`src/rtl/uart_rx_framed_if.sv`:
```
// uart_rx_framed_if -- receive-side handshake bundle for uart_rx_framed.
//   po_data    : received word, LSB = first data bit on the line
//   po_valid   : po_data and the error flags hold an unconsumed frame
//   po_ready   : consumer accept; a transfer happens on po_valid && po_ready
//   frame_err  : stop bit sampled 0 (valid while po_valid)
//   parity_err : parity mismatch (valid while po_valid)
//   overrun    : 1-cycle pulse when an unconsumed frame is overwritten
// master = receiver (drives the frame), slave = consumer (drives po_ready).
interface uart_rx_framed_if #(
   parameter int DATA_BITS = 8
);
   logic [DATA_BITS-1:0] po_data;
   logic                 po_valid;
   logic                 po_ready;
   logic                 frame_err;
   logic                 parity_err;
   logic                 overrun;

   modport master (
      output po_data, po_valid, frame_err, parity_err, overrun,
      input  po_ready
   );

   modport slave (
      input  po_data, po_valid, frame_err, parity_err, overrun,
      output po_ready
   );
endinterface

```
`src/rtl/uart_rx_framed.sv`:
```
// uart_rx_framed -- UART receiver with 2-of-3 majority bit decisions, optional
// parity check and a one-deep holding register with valid/ready handoff.
// Ports:
//   clk      : system clock, rising edge
//   rstn     : asynchronous active-low reset
//   rs232_rx : asynchronous serial line, idle high
//   m        : uart_rx_framed_if.master (po_data/po_valid/po_ready/
//              frame_err/parity_err/overrun)
// Build option: define UART_RX_PARITY_EN to build the PAR state and parity
// checker (active for PARITY 1 = odd, 2 = even). Without it the frame is
// start + DATA_BITS + stop and parity_err stays 0.
//
// state | meaning
// IDLE  | waiting for a 1->0 edge on the synchronised line
// START | verifying the start bit, glitches return to IDLE
// DATA  | shifting in DATA_BITS data bits, LSB first
// PAR   | checking the parity bit (parity build only)
// STOP  | sampling the stop bit, loading the holding register
module uart_rx_framed #(
   parameter int CLK_FREQ  = 50_000_000,
   parameter int UART_BPS  = 9600,
   parameter int DATA_BITS = 8,
   parameter int PARITY    = 0
) (
   input  logic             clk,
   input  logic             rstn,
   input  logic             rs232_rx,
   uart_rx_framed_if.master m
);
   localparam int BAUD_MAX = CLK_FREQ / UART_BPS;
   localparam int CW       = $clog2(BAUD_MAX);
   localparam int H        = BAUD_MAX / 2;

   localparam logic [CW-1:0] CNT_LAST = CW'(BAUD_MAX - 1);
   localparam logic [CW-1:0] CNT_HM1  = CW'(H - 1);
   localparam logic [CW-1:0] CNT_H    = CW'(H);
   localparam logic [CW-1:0] CNT_DEC  = CW'(H + 1);
   localparam logic [3:0]    BIT_LAST = 4'(DATA_BITS - 1);

`ifdef UART_RX_PARITY_EN
   localparam bit PAR_ACT = (PARITY == 1) || (PARITY == 2);
`else
   // no parity hardware in this build, whatever PARITY says
   localparam bit PAR_ACT = 1'b0 && (PARITY != 0);
`endif

   typedef enum logic [2:0] {
      IDLE,
      START,
      DATA,
`ifdef UART_RX_PARITY_EN
      PAR,
`endif
      STOP
   } state_t;

   state_t               state;
   logic                 rx_s1, rx_s2, rx_d;
   logic [CW-1:0]        cnt;
   logic [3:0]           bit_cnt;
   logic [1:0]           samp;
   logic [DATA_BITS-1:0] shreg;
   logic                 par_bad;

   logic at_dec, at_end, maj;
   assign at_dec = (cnt == CNT_DEC);
   assign at_end = (cnt == CNT_LAST);
   // third vote is the live synchronised line at the decision count
   assign maj    = (samp[0] & samp[1]) | (samp[0] & rx_s2) | (samp[1] & rx_s2);

`ifdef UART_RX_PARITY_EN
   logic par_exp;
   assign par_exp = (PARITY == 1) ? ~^shreg : ^shreg;
`endif

   always_ff @(posedge clk or negedge rstn) begin
      if (!rstn) begin
         rx_s1        <= 1'b1;
         rx_s2        <= 1'b1;
         rx_d         <= 1'b1;
         state        <= IDLE;
         cnt          <= '0;
         bit_cnt      <= '0;
         samp         <= '0;
         shreg        <= '0;
         par_bad      <= 1'b0;
         m.po_data    <= '0;
         m.po_valid   <= 1'b0;
         m.frame_err  <= 1'b0;
         m.parity_err <= 1'b0;
         m.overrun    <= 1'b0;
      end else begin
         rx_s1     <= rs232_rx;
         rx_s2     <= rx_s1;
         rx_d      <= rx_s2;
         m.overrun <= 1'b0;

         // a load in STOP below overrides this release
         if (m.po_valid && m.po_ready)
            m.po_valid <= 1'b0;

         if (state != IDLE) begin
            cnt <= at_end ? '0 : cnt + 1'b1;
            if (cnt == CNT_HM1) samp[0] <= rx_s2;
            if (cnt == CNT_H)   samp[1] <= rx_s2;
         end

         case (state)
            IDLE: begin
               if (rx_d && !rx_s2) begin
                  state <= START;
                  cnt   <= '0;
               end
            end
            START: begin
               if (at_dec && maj) begin
                  state <= IDLE;
                  cnt   <= '0;
               end else if (at_end) begin
                  state   <= DATA;
                  bit_cnt <= '0;
               end
            end
            DATA: begin
               if (at_dec)
                  shreg <= {maj, shreg[DATA_BITS-1:1]};
               if (at_end) begin
                  if (bit_cnt == BIT_LAST) begin
`ifdef UART_RX_PARITY_EN
                     state <= PAR_ACT ? PAR : STOP;
`else
                     state <= STOP;
`endif
                  end else begin
                     bit_cnt <= bit_cnt + 1'b1;
                  end
               end
            end
`ifdef UART_RX_PARITY_EN
            PAR: begin
               if (at_dec)
                  par_bad <= maj ^ par_exp;
               if (at_end)
                  state <= STOP;
            end
`endif
            STOP: begin
               // leave mid stop bit so a back-to-back start edge is seen
               if (at_dec) begin
                  state        <= IDLE;
                  cnt          <= '0;
                  par_bad      <= 1'b0;
                  m.po_data    <= shreg;
                  m.frame_err  <= !maj;
                  m.parity_err <= par_bad && PAR_ACT;
                  m.po_valid   <= 1'b1;
                  m.overrun    <= m.po_valid && !m.po_ready;
               end
            end
            default: begin
               state <= IDLE;
               cnt   <= '0;
            end
         endcase
      end
   end
endmodule
```
`src/flat_wrapper.sv`:
```
// flat-port wrapper written by rule: the top's interface ports become plain ports
module uart_rx_framed_flat 
#(
   parameter int CLK_FREQ  = 50_000_000,
   parameter int UART_BPS  = 9600,
   parameter int DATA_BITS = 8,
   parameter int PARITY    = 0
)
  (clk, rstn, rs232_rx, m_po_data, m_po_valid, m_frame_err, m_parity_err, m_overrun, m_po_ready);
  uart_rx_framed_if #(.DATA_BITS(DATA_BITS)) m_i ();
  input  logic clk;
  input  logic rstn;
  input  logic rs232_rx;
  output wire logic [$bits(m_i.po_data)-1:0] m_po_data;
  output wire logic [$bits(m_i.po_valid)-1:0] m_po_valid;
  output wire logic [$bits(m_i.frame_err)-1:0] m_frame_err;
  output wire logic [$bits(m_i.parity_err)-1:0] m_parity_err;
  output wire logic [$bits(m_i.overrun)-1:0] m_overrun;
  input wire logic [$bits(m_i.po_ready)-1:0] m_po_ready;
  assign m_po_data = m_i.po_data;
  assign m_po_valid = m_i.po_valid;
  assign m_frame_err = m_i.frame_err;
  assign m_parity_err = m_i.parity_err;
  assign m_overrun = m_i.overrun;
  assign m_i.po_ready = m_po_ready;
  uart_rx_framed #(.CLK_FREQ(CLK_FREQ), .UART_BPS(UART_BPS), .DATA_BITS(DATA_BITS), .PARITY(PARITY)) u_core (.clk(clk), .rstn(rstn), .rs232_rx(rs232_rx), .m(m_i));
endmodule
```
`config.mk`:
```
export PLATFORM = sky130hd
export DESIGN_NAME = uart_rx_framed_flat
export DESIGN_NICKNAME = d
export VERILOG_FILES = /design/src/rtl/uart_rx_framed_if.sv /design/src/rtl/uart_rx_framed.sv /design/src/flat_wrapper.sv
export SDC_FILE = /design/constraint.sdc
export NUM_CORES = 1
export LEC_CHECK = 0
export CORE_ASPECT_RATIO = 2
export CORE_MARGIN = 2
export CORE_UTILIZATION = 50
export DETAILED_ROUTE_END_ITERATION = 6
export PLACE_DENSITY = 0.71
export SKIP_CTS_REPAIR_TIMING = 1
export SYNTH_ARGS = -nofsm -noshare
export SYNTH_HDL_FRONTEND = slang
export SYNTH_SLANG_ARGS = --single-unit
```
`constraint.sdc`:
```
create_clock -name clk -period 2.55 [get_ports clk]
set_input_delay 0.3825 -clock clk [delete_from_list [all_inputs] [get_ports clk]]
set_output_delay 0.3825 -clock clk [all_outputs]
set_load 0.01 [all_outputs]
```
==> qor.yml <==
global_route:
  grt_max_degree: 44
  grt_pass1_wl_um: 7360
  antenna_found_initial: 0
  gr-total-overflow: 0
  first_global_vias: 1552
  grt_usage: 0.207
critical_path:
  start_kind: "flop"
  critical_path_class: "reg -> reg"
  cp_max_fo: 9
  end_kind: "flop"
  crit_chain: "or4b_4, or3_4, nor3_4, buf_4, mux2_4"
  rr_worst_depth: 5
  r2r_setup_slack_ns: 0.35
  path_buf_inv: 1
  r2r_end: "u_core.m.po_data[1]"
  slowest_stage: "or4b_4"
  critPathTopFamily: "simple AND/OR/NAND/NOR gates"
  arrival_ns: 2.38
  critical_path.max_stage_delay_ns: 0.56
  crit_required_ns: 2.73
  worstReg2RegStart: "u_core.cnt[6]"
floorplanning:
  die_w_um: 49.9
  io_pins: 16
  dieHeight_um: 95.7
  die_area_um2: 4770
  initial_utilization: 0.515
  core_um2: 4090
  rows: 33
cts:
  insertion_delay_ns: 0.30
  clk_transition_reported_paths_ns: 0.08
  clock_sinks: 43
  cts.path.max_buffers: 2
  clock-root-buffer: "clkbuf_8"
  htree_levels: 2
  numCtsBuffers: 5
  cts_tree: "built"
place:
  hpwl_um: 3180
  port_buffers: 14
  pre_cts_slack_ns: 0.362
  routabilityCongestion: 0.854
routing:
  first_pass_iters: 4
  wl_per_cell_um: 17.2
  remaining_drc_errors: 0
  drt_iter0_drc: 68
  vias_per_cell: 6.02
  final_antenna_net_count: 0
  routed_wl_um: 4330
  vias: 1511
synthesis:
  yosys_warnings: 0
  synth_fp_nets: 190
  synth.largest_area_cell: "dfrtp_1"
  syn_area_um2: 2100
  async_flop_share: 1.00
  ys_top_cells_by_area: "dfrtp_1 (48%), mux2_4 (5.7%), mux2_2 (5.4%)"
  yosysUniqueCellTypes: 50
  yosysSeqAreaShare: 0.513
  synth_cells: 182
  syn_area_per_cell_um2: 11.6
  synth-seq-cells: 43
  synthFlopType: "dfrtp_1"
  synth_top_area_share: 0.476
  synth_edf_count: 0
sta:
  hold_violations: 0
  period_minus_slack_ns: 2.20
  finalMaxSlewViolations: 0
  max_freq_mhz: 454
  setup_slack_ns: 0.349
  finalSetupViolCount: 0
  final.setup.tns_ns: 0
  fin_skew_ns: 0.00685
  worstMarginPinSlew_ns: 0.932
  min_period_over_period: 0.863
  slew_headroom: 0.379
  rsz0062_at_grt: "no"
finish:
  n_antenna_cell: 0
  final_cell_mix: "dfrtp_1 (40), clkdlybuf4s50_1 (13), a21oi_1 (11)"
  nNetsFinal: 206
  syn_to_final_growth_pct: 15.1
  final_common_cell: "dfrtp_1"
  drive_gt1_frac: 0.181
run:
  cap_violations: 0
power_and_ir_drop:
  finalPower_mw: 1.69
  powerDensity_nw_per_um2: 699
  peakVddDrop_mv: 0.650
  p_leak_nw: 1.06
run_status:
  status: "completed"
hold_path:
  hold_path.class: "in -> async"
-- how the worst max path moves through the flow --
| stage | from | endpoint | slack, ns | cells after the start |
|---|---|---|---|---|
| CTS | u_core.cnt[6] | u_core.m.po_data[1] | 0.35 | 5 |
| detailed placement | u_core.cnt[6] | u_core.m.po_data[6] | 0.36 | 5 |
| finish | u_core.cnt[6] | u_core.m.po_data[1] | 0.35 | 5 |
| global route | u_core.cnt[8] | u_core.cnt[12] | 0.15 | 5 |
| global placement | u_core.cnt[7] | u_core.m.po_data[7] | 0.40 | 5 |
| floorplan | u_core.cnt[7] | u_core.m.po_data[0] | 0.32 | 4 |
-- cell families after synthesis --
family / share of synthesized area
other cells: 0.00178
compound gates: 0.116
flops: 0.513
mux: 0.121
fa+ha+maj: 0.0286
xor+xnor: 0.0375
buf+inv: 0.0321
simple gates: 0.150
-- layer usage --
| metal | vias to the layer above | GRT usage | share of wire |
|---|---|---|---|
| met2 | 56 | 0.380 | 0.55 |
| met1 | 755 | 0.219 | 0.38 |
| met4 | 0 | 0.109 | 0.028 |
| met3 | 9 | 0.0419 | 0.040 |
| met5 | - | 0 | 0 |
| li1 | 691 | - | - |
-- synth_stat cells, types with 2 or more instances --
cell type and instances:
a21oi_1 11, a22oi_1 4, clkbuf_1 6, dfrtp_1 40, dfstp_2 3, ha_1 4, inv_1 10, mux2_2 10
mux2_4 8, nand2_1 7, nand3_1 8, nand4_1 4, nor2_1 4, nor3_1 6, nor4_1 4, nor4b_1 2
o21a_1 2, o21ai_0 8, or2_1 2, or3_1 2, xnor2_1 7, xor2_1 2
-- sequential cells by signal, summed over array words and instances, names as in the netlist, 2 cells and up --
register,flops
u_core.state,2
u_core.cnt,13
u_core.shreg,8
u_core.bit_cnt,4
u_core.samp,2
u_core.m.po_data,8
-- through the flow --
step | utilization | instance area, um2 | std cells | hold WS, ns
after floorplan | - | 2100 | 182 | 0.0869
after global placement | 0.560 | 2290 | 243 | 0.347
after detailed placement | 0.560 | 2290 | 243 | 0.348
after CTS | 0.592 | 2420 | 251 | 0.251
after global routing | 0.592 | 2420 | 251 | 0.301
final | 0.592 | 2420 | 251 | 0.220
-- worst reg2reg max path, delay by kind of cell (launching register included) --
| family | cells | cell delay [ns] |
|---|---|---|
| flops | 1 | 0.45 |
| buf+inv | 1 | 0.23 |
| mux | 1 | 0.32 |
| simple gates | 3 | 1.10 |
-- area by class of cell --
type	instances	area [um2]
Clock inverter	2	60.1
Tap cell	52	65.1
Fill cell	336	1670
Timing Repair Buffer	16	150
Clock buffer	6	72.6
Multi-Input combinational cell	122	956
Inverter	10	37.5
Sequential cell	43	1080
-- where the power goes --
group	switching (mW)	leakage, nW	internal [mW]
Clock	0.225	0.0654	0.391
Sequential	0.100	0.572	0.741
Combinational	0.125	0.420	0.110
Total	0.450	1.06	1.24
Power figures use the tool's default switching activity.
